File: config.mk
export PLATFORM = sky130hd
export DESIGN_NAME = fadd_issue
export DESIGN_NICKNAME = d
export VERILOG_FILES = /design/src/rtl/fpu_pkg.sv /design/src/rtl/fpu_result_fifo.sv /design/src/rtl/fadd_issue.sv
export SDC_FILE = /design/constraint.sdc
export NUM_CORES = 1
export LEC_CHECK = 0
export BUFFER_PORTS_ARGS = -buffer_cell sky130_fd_sc_hd__buf_2
export CAP_MARGIN = 20
export CORE_AREA = 2 2 132 198
export DETAILED_ROUTE_END_ITERATION = 10
export DIE_AREA = 0 0 134 200
export PLACE_DENSITY = 0.61
export SYNTH_ARGS = -nofsm -noshare
export SYNTH_HDL_FRONTEND = slang
export SYNTH_SLANG_ARGS = --single-unit
File: constraint.sdc
create_clock -name clk -period 4.4 [get_ports clk]
set_input_delay 0.66 -clock clk [delete_from_list [all_inputs] [get_ports clk]]
set_output_delay 0.66 -clock clk [all_outputs]
set_load 0.01 [all_outputs]
File: src/rtl/fpu_pkg.sv
// Shared FPU types and helpers used by the issue stages in front of the
// floating-point cores.
package fpu_pkg;

   typedef struct packed {
      logic       sign;
      logic [7:0] exp;
      logic [22:0] man;
   } fp32_t;

   typedef enum logic {
      FOP_ADD = 1'b0,
      FOP_SUB = 1'b1
   } fop_e;

   localparam logic [7:0] EXP_ZERO = 8'h00;
   localparam logic [7:0] EXP_MAX  = 8'hFF;

   // Zeros/subnormals collapse to signed zero and Inf/NaN collapse to signed
   // infinity, so the cores never see a special mantissa.
   function automatic fp32_t flush_special(input fp32_t x);
      fp32_t r;
      r = x;
      if ((x.exp == EXP_ZERO) || (x.exp == EXP_MAX)) begin
         r.man = '0;
      end
      return r;
   endfunction

endpackage

File: src/rtl/fpu_result_fifo.sv
// Small synchronous FIFO holding finished FPU results until the consumer
// takes them. The head entry is presented combinationally and reads as zero
// while the FIFO is empty.
module fpu_result_fifo #(
   parameter int WIDTH = 8,
   parameter int DEPTH = 4
) (
   input  logic                     clk,
   input  logic                     rstn,
   input  logic                     push,
   input  logic                     pop,
   input  logic [WIDTH-1:0]         wdata,
   output logic [WIDTH-1:0]         rdata,
   output logic                     empty,
   output logic [$clog2(DEPTH):0]   count
);

   localparam int PTR_W = $clog2(DEPTH);

   logic [WIDTH-1:0] mem [DEPTH];
   logic [PTR_W-1:0] wr_ptr_q, wr_ptr_d;
   logic [PTR_W-1:0] rd_ptr_q, rd_ptr_d;
   logic [PTR_W:0]   count_q, count_d;
   logic             full;
   logic             do_pop;

   assign empty  = (count_q == '0);
   assign full   = (count_q == (PTR_W+1)'(DEPTH));
   assign count  = count_q;
   assign do_pop = pop && !empty;

   // Pointer and occupancy update; a simultaneous push and pop keeps the count.
   always_comb begin
      wr_ptr_d = wr_ptr_q;
      rd_ptr_d = rd_ptr_q;
      count_d  = count_q;
      if (push) begin
         wr_ptr_d = wr_ptr_q + PTR_W'(1);
      end
      if (do_pop) begin
         rd_ptr_d = rd_ptr_q + PTR_W'(1);
      end
      if (push && !do_pop) begin
         count_d = count_q + (PTR_W+1)'(1);
      end else if (!push && do_pop) begin
         count_d = count_q - (PTR_W+1)'(1);
      end
   end

   // Control state register.
   always_ff @(posedge clk or negedge rstn) begin
      if (!rstn) begin
         wr_ptr_q <= '0;
         rd_ptr_q <= '0;
         count_q  <= '0;
      end else begin
         wr_ptr_q <= wr_ptr_d;
         rd_ptr_q <= rd_ptr_d;
         count_q  <= count_d;
      end
   end

   // Entry storage; contents are don't-care until written, so no reset.
   always_ff @(posedge clk) begin
      if (push) begin
         mem[wr_ptr_q] <= wdata;
      end
   end

   assign rdata = empty ? '0 : mem[rd_ptr_q];

   // The upstream credit scheme must never let a result arrive into a full FIFO.
   a_no_overflow : assert property (@(posedge clk) disable iff (!rstn) !(push && full));

endmodule

File: src/rtl/fadd_issue.sv
// Issue/collect stage around the fadd core: flushes special operands,
// registers them into fadd, tracks operations in flight for the fixed fadd
// latency and buffers results in order behind a credit-based input port.
module fadd_issue
   import fpu_pkg::*;
#(
   parameter int FADD_LAT   = 1,
   parameter int FIFO_DEPTH = 4,
   parameter int TAG_W      = 4
) (
   input  logic             clk,
   input  logic             rstn,
   input  logic             in_valid,
   output logic             in_ready,
   input  logic             in_op,
   input  logic [31:0]      in_a,
   input  logic [31:0]      in_b,
   input  logic [TAG_W-1:0] in_tag,
   output logic [31:0]      fa_x1,
   output logic [31:0]      fa_x2,
   input  logic [31:0]      fa_y,
   input  logic             fa_ovf,
   output logic             out_valid,
   input  logic             out_ready,
   output logic [31:0]      out_y,
   output logic             out_ovf,
   output logic [TAG_W-1:0] out_tag,
   output logic             busy
);

   localparam int CNT_W = $clog2(FIFO_DEPTH) + 1;
   localparam int TRK_N = FADD_LAT + 1;
   localparam int ENT_W = 32 + 1 + TAG_W;

   logic             accept;
   fp32_t            a_flush;
   fp32_t            b_flush;
   logic [31:0]      x1_q, x1_d;
   logic [31:0]      x2_q, x2_d;

   logic [TRK_N-1:0] trk_vld_q, trk_vld_d;
   logic [TAG_W-1:0] trk_tag_q [TRK_N];
   logic [TAG_W-1:0] trk_tag_d [TRK_N];
   int               inflight_cnt;

   logic             capture;
   logic             pop;
   logic [ENT_W-1:0] push_data;
   logic [ENT_W-1:0] head_data;
   logic             fifo_empty;
   logic [CNT_W-1:0] fifo_count;

   assign accept = in_valid && in_ready;

   // Operand flush and subtract-by-negation, loaded into fadd only on accept.
   always_comb begin
      a_flush = flush_special(in_a);
      b_flush = flush_special(in_b);
      if (in_op == FOP_SUB) begin
         b_flush.sign = ~b_flush.sign;
      end
      x1_d = x1_q;
      x2_d = x2_q;
      if (accept) begin
         x1_d = a_flush;
         x2_d = b_flush;
      end
   end

   // fadd operand registers.
   always_ff @(posedge clk or negedge rstn) begin
      if (!rstn) begin
         x1_q <= '0;
         x2_q <= '0;
      end else begin
         x1_q <= x1_d;
         x2_q <= x2_d;
      end
   end

   assign fa_x1 = x1_q;
   assign fa_x2 = x2_q;

   // In-flight tracker: stage 0 holds the op issued at the last edge; the
   // last stage lines up with fadd's result for that op. Never stalls.
   for (genvar gi = 0; gi < TRK_N; gi++) begin : g_trk
      if (gi == 0) begin : g_head
         assign trk_vld_d[gi] = accept;
         assign trk_tag_d[gi] = in_tag;
      end else begin : g_body
         assign trk_vld_d[gi] = trk_vld_q[gi-1];
         assign trk_tag_d[gi] = trk_tag_q[gi-1];
      end
   end

   // Tracker shift register.
   always_ff @(posedge clk or negedge rstn) begin
      if (!rstn) begin
         trk_vld_q <= '0;
         for (int i = 0; i < TRK_N; i++) begin
            trk_tag_q[i] <= '0;
         end
      end else begin
         trk_vld_q <= trk_vld_d;
         for (int i = 0; i < TRK_N; i++) begin
            trk_tag_q[i] <= trk_tag_d[i];
         end
      end
   end

   // Credits: every op accepted but not yet popped holds one FIFO slot. Both
   // counts come from registers, so in_ready has no path from in_valid/out_ready.
   always_comb begin
      inflight_cnt = 0;
      for (int i = 0; i < TRK_N; i++) begin
         inflight_cnt = inflight_cnt + int'(trk_vld_q[i]);
      end
   end

   assign in_ready = (int'(fifo_count) + inflight_cnt) < FIFO_DEPTH;

   assign capture   = trk_vld_q[TRK_N-1];
   assign push_data = {fa_y, fa_ovf, trk_tag_q[TRK_N-1]};
   assign out_valid = !fifo_empty;
   assign pop       = out_valid && out_ready;

   fpu_result_fifo #(
      .WIDTH (ENT_W),
      .DEPTH (FIFO_DEPTH)
   ) u_result_fifo (
      .clk   (clk),
      .rstn  (rstn),
      .push  (capture),
      .pop   (pop),
      .wdata (push_data),
      .rdata (head_data),
      .empty (fifo_empty),
      .count (fifo_count)
   );

   assign {out_y, out_ovf, out_tag} = head_data;
   assign busy = (|trk_vld_q) || (fifo_count != '0);

endmodule
After elaboration in Yosys (flattened, before gate mapping)
Memory sizes are Yosys's and may differ from the RTL's.
Cells that the tools add are included.
{"block": "word_totals", "regBits": 81, "ram_bits": 148, "in_bits": 106, "n_memories": 1}
{"block": "op_classes", "addsub": 6, "order_cmp": 1, "eq_ne": 2, "mux": 8, "bitwise_logic": 1, "n_reduce_logical": 17}
{"name": "u_result_fifo.mem", "words": 4, "width": 37, "rd": 1, "rd_ports_with_merged_regs": 0, "wr": 1, "line": "fpu_result_fifo.sv:20", "rtl": "logic [WIDTH-1:0] mem [DEPTH];"}
{"op": "23-bit two-way mux", "count": 2}
{"op": "37-bit two-way mux", "count": 1}
{"op": "8-bit == test, second input constant", "count": 2}
{"op": "8-bit logical NOT", "count": 2}
{"op": "3-bit two-way mux", "count": 2}
{"op": "1-bit logical AND", "count": 5}
{"op": "2-bit by 1-bit adder with 2-bit output, second input constant", "count": 2}
{"op": "3-bit by 2-bit adder with 4-bit output", "count": 1}
{"op": "4-bit by 3-bit less-than comparator with 1-bit output, second input constant", "count": 1}
{"op": "3-bit by 1-bit adder with 3-bit output, second input constant", "count": 1}
{"op": "1-bit logical NOT", "count": 3}
{"op": "3-bit logical NOT", "count": 1}
{"op": "1-bit logical OR", "count": 3}
{"op": "1-bit two-way mux", "count": 3}
{"op": "3-bit nonzero test", "count": 1}
{"op": "3-bit by 1-bit subtractor with 3-bit output, second input constant", "count": 1}
{"op": "1-bit by 1-bit adder with 2-bit output", "count": 1}
{"op": "2-bit nonzero test", "count": 1}
{"op": "2-bit OR reduction", "count": 1}
{"op": "1-bit inverter", "count": 1}

Logic depth before layout (Yosys ltp)
Gate-level depths: netlist of the first run.
{"block": "logic_depth", "word_depth": 7, "depth_mapped": 9}

Hierarchy
A second synthesis of the first run with hierarchy kept.
{"block": "unflattened", "cells_unflattened": 442, "area_unflattened_um2": 8663.3}
{"mod": "fpu_result_fifo", "n_inst": 1, "cells_each": 268, "area_each_um2": 5969.5, "seq_area_each_um2": 4619.4}
{"mod": "fadd_issue", "n_inst": 1, "cells_each": 174, "area_each_um2": 2693.8, "seq_area_each_um2": 1851.8}

Least setup slack after synthesis of the first run
Ideal clock, no wire load.
{"block": "synth_timing", "path_kind": "register to register", "from": "register u_result_fifo.count_q[1] (netlist: u_result_fifo.count[1])", "to": "register u_result_fifo.count_q[2] (netlist: u_result_fifo.count[2])", "setup_ps": 79, "arrival_ps": 2105, "required_time_ps": 4321, "setup_slack_ps": 2216, "stages_incl_launch_ff": 10, "path_buffers": 1, "period_less_slack_ps": 2184, "cell_sequence": "dfrtp_1 > or3_1 > clkbuf_1 > nand2_1 > ha_1 > inv_1 > fa_1 > xor2_1 > nor2_1 > xor2_1"}
{"block": "synth_between", "elab_chain_cells": 7}
{"element": "start, declared", "line": "fpu_result_fifo.sv:23", "rtl": "logic [PTR_W:0] count_q, count_d;"}
{"element": "start signal, assigned", "line": "fpu_result_fifo.sv:59", "rtl": "count_q <= count_d;"}
{"element": "parallel branches: the longest is 7 deep, another holds 3-bit by 1-bit subtractor with 3-bit output"}
Several ways; the timed one is not identified. The select of a mux whose other input is x is not followed.
A chain may end at the register's enable or synchronous reset.

Final worst setup path of the first run
{"block": "layout_timing", "from": "register u_result_fifo.rd_ptr_q[0]", "to": "output port out_y[31]"}
{"block": "layout_between", "elab_chain_cells": 2}
{"element": "start, declared", "line": "fpu_result_fifo.sv:22", "rtl": "logic [PTR_W-1:0] rd_ptr_q, rd_ptr_d;"}
{"element": "start signal, assigned", "line": "fpu_result_fifo.sv:58", "rtl": "rd_ptr_q <= rd_ptr_d;"}
{"element": "memory read 4 x 37 bit"}
{"element": "37-bit two-way mux", "line": "fpu_result_fifo.sv:70", "rtl": "assign rdata = empty ? '0 : mem[rd_ptr_q];"}
{"element": "end, declared", "line": "fadd_issue.sv:25", "rtl": "output logic [31:0] out_y,"}
No other way between the ends.

==> results of run 1 <==
[registers in the layout, indices dropped and copies added, names as in the netlist]
register,count
fa_x2,32
u_result_fifo.wr_ptr_q,2
u_result_fifo.rd_ptr_q,2
trk_tag_d,4
push_data,4
fa_x1,32
u_result_fifo.mem,148
trk_vld_q,2
u_result_fifo.count,3
[final cells by class]
class,instances,area [µm²],area share
Antenna cell,1,2.50,0.000231
Timing Repair Buffer,217,1170,0.109
Multi-Input combinational cell,181,2030,0.188
Tap cell,328,410,0.0380
Inverter,4,15.0,0.00139
Clock inverter,10,82.6,0.00764
Sequential cell,229,6470,0.599
Clock buffer,30,623,0.0576
[metrics by stage]
stage / utilization / power, mW / cell area, µm² / cells / worst slack, ns
floorplan: - / 4.76 / 8660 / 438 / 2.22
global placement: 0.401 / 5.62 / 10000 / 955 / 1.63
detailed placement: 0.401 / 5.71 / 10000 / 955 / 1.54
CTS: 0.429 / 7.59 / 10700 / 995 / 1.08
global route: 0.433 / 7.92 / 10800 / 999 / 0.963
finish: 0.433 / 7.47 / 10800 / 1000 / 1.18
[placed cells by master (no fill, tap or decap), types with 4 or more instances in the layout]
cell | synthesis | final
edfxtp_1 | 148 | 148
and2_2 | 0 | 4
clkbuf_1 | 5 | 4
mux4_2 | 37 | 37
a22o_1 | 46 | 46
clkbuf_16 | 0 | 23
xnor2_1 | 4 | 4
nand4_1 | 4 | 4
mux2_2 | 18 | 18
inv_1 | 4 | 4
dfrtp_1 | 81 | 79
ha_1 | 6 | 6
nor4_1 | 4 | 4
buf_4 | 0 | 5
and2_1 | 42 | 38
buf_2 | 13 | 208
[worst reg2reg max path, delay by kind of cell, from the launching register on]
family	cells	cell delay (ns)
AND/OR/NAND/NOR	2	0.67
AO/OA/AOI/OAI	2	1.35
flip-flops	1	0.44
adder cells (fa/ha/maj)	1	0.32
[power breakdown]
| group | switching [mW] | internal, mW | leakage (nW) | total, mW |
|---|---|---|---|---|
| clock | 0.777 | 1.06 | 0.345 | 1.83 |
| sequential | 0.372 | 2.85 | 2.32 | 3.22 |
| combinational | 1.17 | 1.25 | 1.62 | 2.42 |
[cell families (layout without fill, tap and decap cells)]
family / after synthesis / in the layout / share of synthesized area
XOR/XNOR: 7 / 7 / 0.00708
flip-flops: 229 / 229 / 0.747
multiplexers: 55 / 55 / 0.120
adder cells (fa/ha/maj): 7 / 7 / 0.0110
AND/OR/NAND/NOR: 61 / 61 / 0.0430
other: 0 / 1 / 0
buffers and inverters: 28 / 261 / 0.0192
AO/OA/AOI/OAI: 51 / 51 / 0.0533
[path summary, 6_finish.rpt]
path / slack, ns / end / depth (start not counted)
hold reg to reg: 0.35 / push_data[2] / 0
setup reg to reg: 1.56 / fa_x2[8] / 5
hold / removal: 0.02 / fa_x2[26] / 1
setup / recovery: 1.18 / out_y[31] / 4
max in group asynchronous: 3.78 / fa_x2[3] / 2
min in group clk: 0.27 / trk_tag_d[3] / 1
[layer usage]
metal | wire [µm] | share of wire | vias to the layer above | track usage
met5 | 0 | 0 | - | 0
li1 | - | - | 2153 | -
met4 | 286 | 0.016 | 0 | 0.0327
met1 | 7080 | 0.39 | 2414 | 0.159
met3 | 1380 | 0.076 | 19 | 0.0301
met2 | 9470 | 0.52 | 200 | 0.255
==> reports/results.ini, run 1 <==
[setup_path]
slowest_stage=dfrtp_2
crit_type=flop to primary output
crit_chain=buf_4, mux4_2, and2_1, buf_2
crit_family=flip-flops
crit_arrival_ns=2.56
cp_max_fo=19
cp_num_buf_inv=2
endpoint_kind=primary output
start_kind=flop
crit_start=u_result_fifo.rd_ptr_q[0]
required_ns=3.74
r2r_start=u_result_fifo.count[0]
cpPeakStageDelay_ns=0.76

[place]
port_buffers=209
dp.final_hpwl_mm=11.7
place_congestion=0.742

[route]
vias=4786
wl_mm=18.2
drtIter0Drc=183
viasPerCell=4.79
firstDrtPassIters=4
ant_nets=0
wl_per_cell_um=18.2
drc=0

[sta]
relSlewSlack=0.310
fin_skew_ns=0.00827
fmax_mhz=311
maxSlewViolCount=0
whs_ns=0.0227
tightest_slew_ns=1.04
fin_crit_sh=0.731
period_minus_slack_ns=3.22
hold_viol_final=0
fin_setup_tns_ns=0
setup_viol=0
rsz0062_at_grt=no

[synth]
ys_top_cells_by_area=edfxtp_1, dfrtp_1, mux4_2
syn-mean-instance-area_um2=19.8
yosys.area.top_type=edfxtp_1
synth_fp_nets=551
ys.flop_type=edfxtp_1
yosysSeqAreaShare=0.747
synth.top_cells.by_count=edfxtp_1, dfrtp_1, a22o_1, and2_1, mux4_2
yosysWarnings=0
yosysTopAreaCellShare=0.513
ys_seq_elements=229
async_reset_ff_frac=0.354
post-synth-top-count-cell=edfxtp_1
synth_area_um2=8660
synth_edf_count=148
syn_inst=438
ys_types=24

[clock_network]
max-clock-path-buffers=3
clock-root-buffer=clkbuf_16
ctsHoldBuffers=0
worstSkewPairLatency_ns=0.49
cts_tree=built
numCtsBuffers=22
path_clk_slew_ns=0.06
cts.sinks=229
cts_max_level=1
post-cts-setup-buffers=0
post_cts_resized=0

[floorplan]
core_um2=25000
die_x_um=134
rows=71
initial_core_util=0.347
die_h_um=200
io_pins=210
dieArea_um2=26800

[grt]
grt_pass1_wl_mm=28.7
grt_overflow=0
grt_usage=0.136
antenna_found_initial=0
grt_max_degree=82
grt_pass1_vias=5311

[power_and_ir_drop]
irDropWorstVdd_mv=0.340
powerDensity_nw_per_um2=691
power_leakage_nw=4.29

[finish]
syn_to_final_growth_pct=24.8
layout.nets=768
n_fill_cell=2257
drive_gt1_frac=0.472

[job]
max-cap-violations=0

[outcome]
run_status=complete, no violations

[worst_hold_path]
hp-class=input pin to asynchronous set/reset pin

No activity file was read; power rests on OpenSTA's default activity.
==> run 2, diff against run 1 <==
--- a/config.mk
+++ b/config.mk
@@ -5,12 +5,13 @@
 export SDC_FILE = /design/constraint.sdc
 export NUM_CORES = 1
 export LEC_CHECK = 0
+export ABC_AREA = 1
 export BUFFER_PORTS_ARGS = -buffer_cell sky130_fd_sc_hd__buf_2
 export CAP_MARGIN = 20
-export CORE_AREA = 2 2 132 198
+export CORE_AREA = 2 2 136 204
 export DETAILED_ROUTE_END_ITERATION = 10
-export DIE_AREA = 0 0 134 200
-export PLACE_DENSITY = 0.61
+export DIE_AREA = 0 0 138 206
+export PLACE_DENSITY = 0.62
 export SYNTH_ARGS = -nofsm -noshare
 export SYNTH_HDL_FRONTEND = slang
 export SYNTH_SLANG_ARGS = --single-unit
==> constraint.sdc (replaced) <==
create_clock -name clk -period 2.7 [get_ports clk]
set_input_delay 0.405 -clock clk [delete_from_list [all_inputs] [get_ports clk]]
set_output_delay 0.405 -clock clk [all_outputs]
set_load 0.01 [all_outputs]
==> reports/results.ini, run 2 <==
[clock_network]
path_clk_slew_ns=0.06  ; about the same
cts_max_level=1  ; unchanged
post-cts-setup-buffers=0  ; unchanged
cts_tree=built
worstSkewPairLatency_ns=0.52  ; +0.03 ns
cts.sinks=229  ; unchanged
max-clock-path-buffers=3  ; unchanged
numCtsBuffers=23  ; +4.5%
clock-root-buffer=clkbuf_16

[setup_path]
crit_type=flop to primary output
start_kind=flop
r2r_start=u_result_fifo.count[0]
cpPeakStageDelay_ns=0.59  ; -0.17 ns
r2r_setup_slack_ns=0.65  ; -0.91 ns
cp_num_buf_inv=3  ; +1
slowest_stage=dfrtp_4
crit_arrival_ns=2.15  ; -0.41 ns
crit_start=u_result_fifo.rd_ptr_q[0]
rr_worst_depth=8  ; +3
crit_family=buffers and inverters
r2r-end=fa_x1[20]
endpoint_kind=primary output
crit_chain=inv_2, buf_12, o21ai_0, a21oi_1, buf_2
required_ns=2.30  ; -1.44 ns
cp_max_fo=41  ; +22

[power_and_ir_drop]
powerDensity_nw_per_um2=1170  ; +69%
power_leakage_nw=4.92  ; +15%
irDropWorstVdd_mv=0.518  ; +52%
total_power_mw=13.2  ; +77%

[place]
place_congestion=0.770  ; +3.8%
dp.cells=1332  ; +39%
port_buffers=209  ; unchanged
placed_cell_area_um2=10500  ; +4.6%
pre_cts_ws_ns=0.628  ; -0.912 ns
dp.final_hpwl_mm=13.1  ; +11%

[floorplan]
die_h_um=206  ; +3.0%
rows=74  ; +4.2%
dieArea_um2=28400  ; +6.1%
core_um2=26900  ; +7.6%
die_x_um=138  ; +3.0%
io_pins=210  ; unchanged
initial_core_util=0.341  ; -0.00637

[route]
wl_met1_mm=8.57  ; +21%
drtIter0Drc=290  ; +58%
wl_mm=21.2  ; +16%
vias=6460  ; +35%
met3WireLength_mm=1.44  ; +4.3%
wl_per_cell_um=15.4  ; -15%
ant_nets=0  ; unchanged
drc=0  ; unchanged
top_layer=met4
firstDrtPassIters=4  ; unchanged
viasPerCell=4.69  ; -1.9%
wl_met2_mm=10.7  ; +13%

[synth]
yosys.area_share.simple=0.170  ; +0.127
synth.top_cells.by_count=nor2_1, nand2_1, edfxtp_1, dfrtp_1, nand3_1
ys_types=24  ; unchanged
muxShareOfSynthArea=0  ; -0.120
synthAdderAreaFrac=0.0104  ; -0.000581
synth_area_um2=9150  ; +5.6%
synth_compound_area_frac=0.0640  ; +0.0107
ys.flop_type=edfxtp_1
syn-mean-instance-area_um2=11.3  ; -43%
synth_edf_count=148  ; unchanged
yosys.area.top_type=edfxtp_1
yosysTopAreaCellShare=0.486  ; -0.0271
syn_inst=811  ; +85%
ys_seq_elements=229  ; unchanged
ys_top_cells_by_area=edfxtp_1, dfrtp_1, nor2_1
synth_xor_area_frac=0.00479  ; -0.00229
yosysSeqAreaShare=0.707  ; -0.0395
yosysWarnings=0  ; unchanged
synth_top_family_by_area=simple AND/OR/NAND/NOR gates
synth_fp_nets=924  ; +68%
post-synth-top-count-cell=nor2_1
async_reset_ff_frac=0.354  ; unchanged

[grt]
antenna_found_initial=0  ; unchanged
grt_overflow=0  ; unchanged
grt_pass1_wl_mm=33.7  ; +18%
grt_usage=0.148  ; +0.0117
grt_pass1_vias=6446  ; +21%
grt_max_degree=65  ; -21%

[finish]
largest_register_ffs=148  ; unchanged
n_fill_cell=2551  ; +13%
stdcell_count=1376  ; +38%
utilization=0.421  ; -0.0122
largest_register=u_result_fifo.mem
drive_gt1_frac=0.272  ; -0.201
final_common_cell=buf_2
n_antenna_cell=0  ; -1
layout_common_cells=buf_2, nor2_1, nand2_1, edfxtp_1, dfrtp_1
finalInstanceArea_um2=11300  ; +4.5%
layout.nets=1133  ; +48%
syn_to_final_growth_pct=23.5

[sta]
maxSlewViolCount=0  ; unchanged
relSlewSlack=0.565  ; +0.255
setup_viol=0  ; unchanged
rsz0062_at_grt=no
hold_viol_final=0  ; unchanged
layout_setup_ws_ns=0.141  ; -1.04 ns
period_minus_slack_ns=2.56
tightest_slew_ns=0.653  ; -0.383 ns
fin_skew_ns=0.0148  ; +0.00654 ns
fin_crit_sh=0.948
whs_ns=0.0969  ; +0.0742 ns
fmax_mhz=391
fin_setup_tns_ns=0  ; unchanged

[job]
max-cap-violations=0  ; unchanged

[worst_hold_path]
hp-class=input pin to flop
hp-start=in_a[31]
min_to=fa_x1[31]
holdPathStages=3

[outcome]
run_status=complete, no violations

==> run 2: cell types whose count changed after synthesis, sizes merged, moves of 39 or more <==
cell and change:
o21ai +75, nand3 +43, nand2 +170, and2 -42, a22o -46, nor2 +165
a21oi +39
==> run 2: cell families (layout without fill, tap and decap cells) <==
group / after synthesis / in the layout
AOI/OAI and AO/OA: 117 / 117
xor gates and xnor gates: 5 / 5
adders and majority gates: 7 / 7
buffers and inverters: 66 / 289
DFF: 229 / 229
and+or+nand+nor: 387 / 387
==> run 2: final cells by class <==
class                      instances  area, µm²  share of cell area
inverter                          21       81.3             0.00720
tap                              342        428              0.0379
timing repair buffer             229       1260               0.112
multi-input combinational        516       2280               0.202
clock buffer                      27        591              0.0522
clock inverter                    12        181              0.0161
sequential                       229       6470               0.573
==> run 2: how the worst max path moves through the flow <==
stage | to | slack (ns) | cells after the start
after floorplan | u_result_fifo.count[2] | 0.91 | 9
after global placement | fa_x2[1] | 0.66 | 8
after detailed placement | fa_x1[20] | 0.63 | 8
after CTS | out_y[23] | 0.1 | 6
after global routing | out_y[28] | 0.008 | 5
final | out_y[23] | 0.14 | 5
==> run 2: where the power goes <==
group,internal (mW),switching (mW)
Combinational,1.76,3.03
Clock,1.96,1.33
Sequential,4.70,0.458
Total,8.42,4.82
==> run 2: per-layer routing <==
layer  track usage  vias to the layer above
met5             0                        -
met4        0.0550                        0
met3        0.0313                       34
met2         0.262                      235
met1         0.179                     3061
li1              -                     3130
==> run 2: worst reg2reg max path, cell delays in order (launching register included) <==
cell	delay [ns]
dfrtp_1	0.44
ha_1	0.31
nand2_2	0.06
nand2_2	0.07
nand2_4	0.07
nand2_4	0.20
inv_4	0.56
nand3_1	0.19
nand2_1	0.09
==> run 2: repair_timing <==
action | 4_1_cts | 5_1_grt
hold endpoints to repair | 45 | 0
endpoints found under the setup margin | 0 | 11
hold buffers | 5 | 0
gates resized for setup | 0 | 2
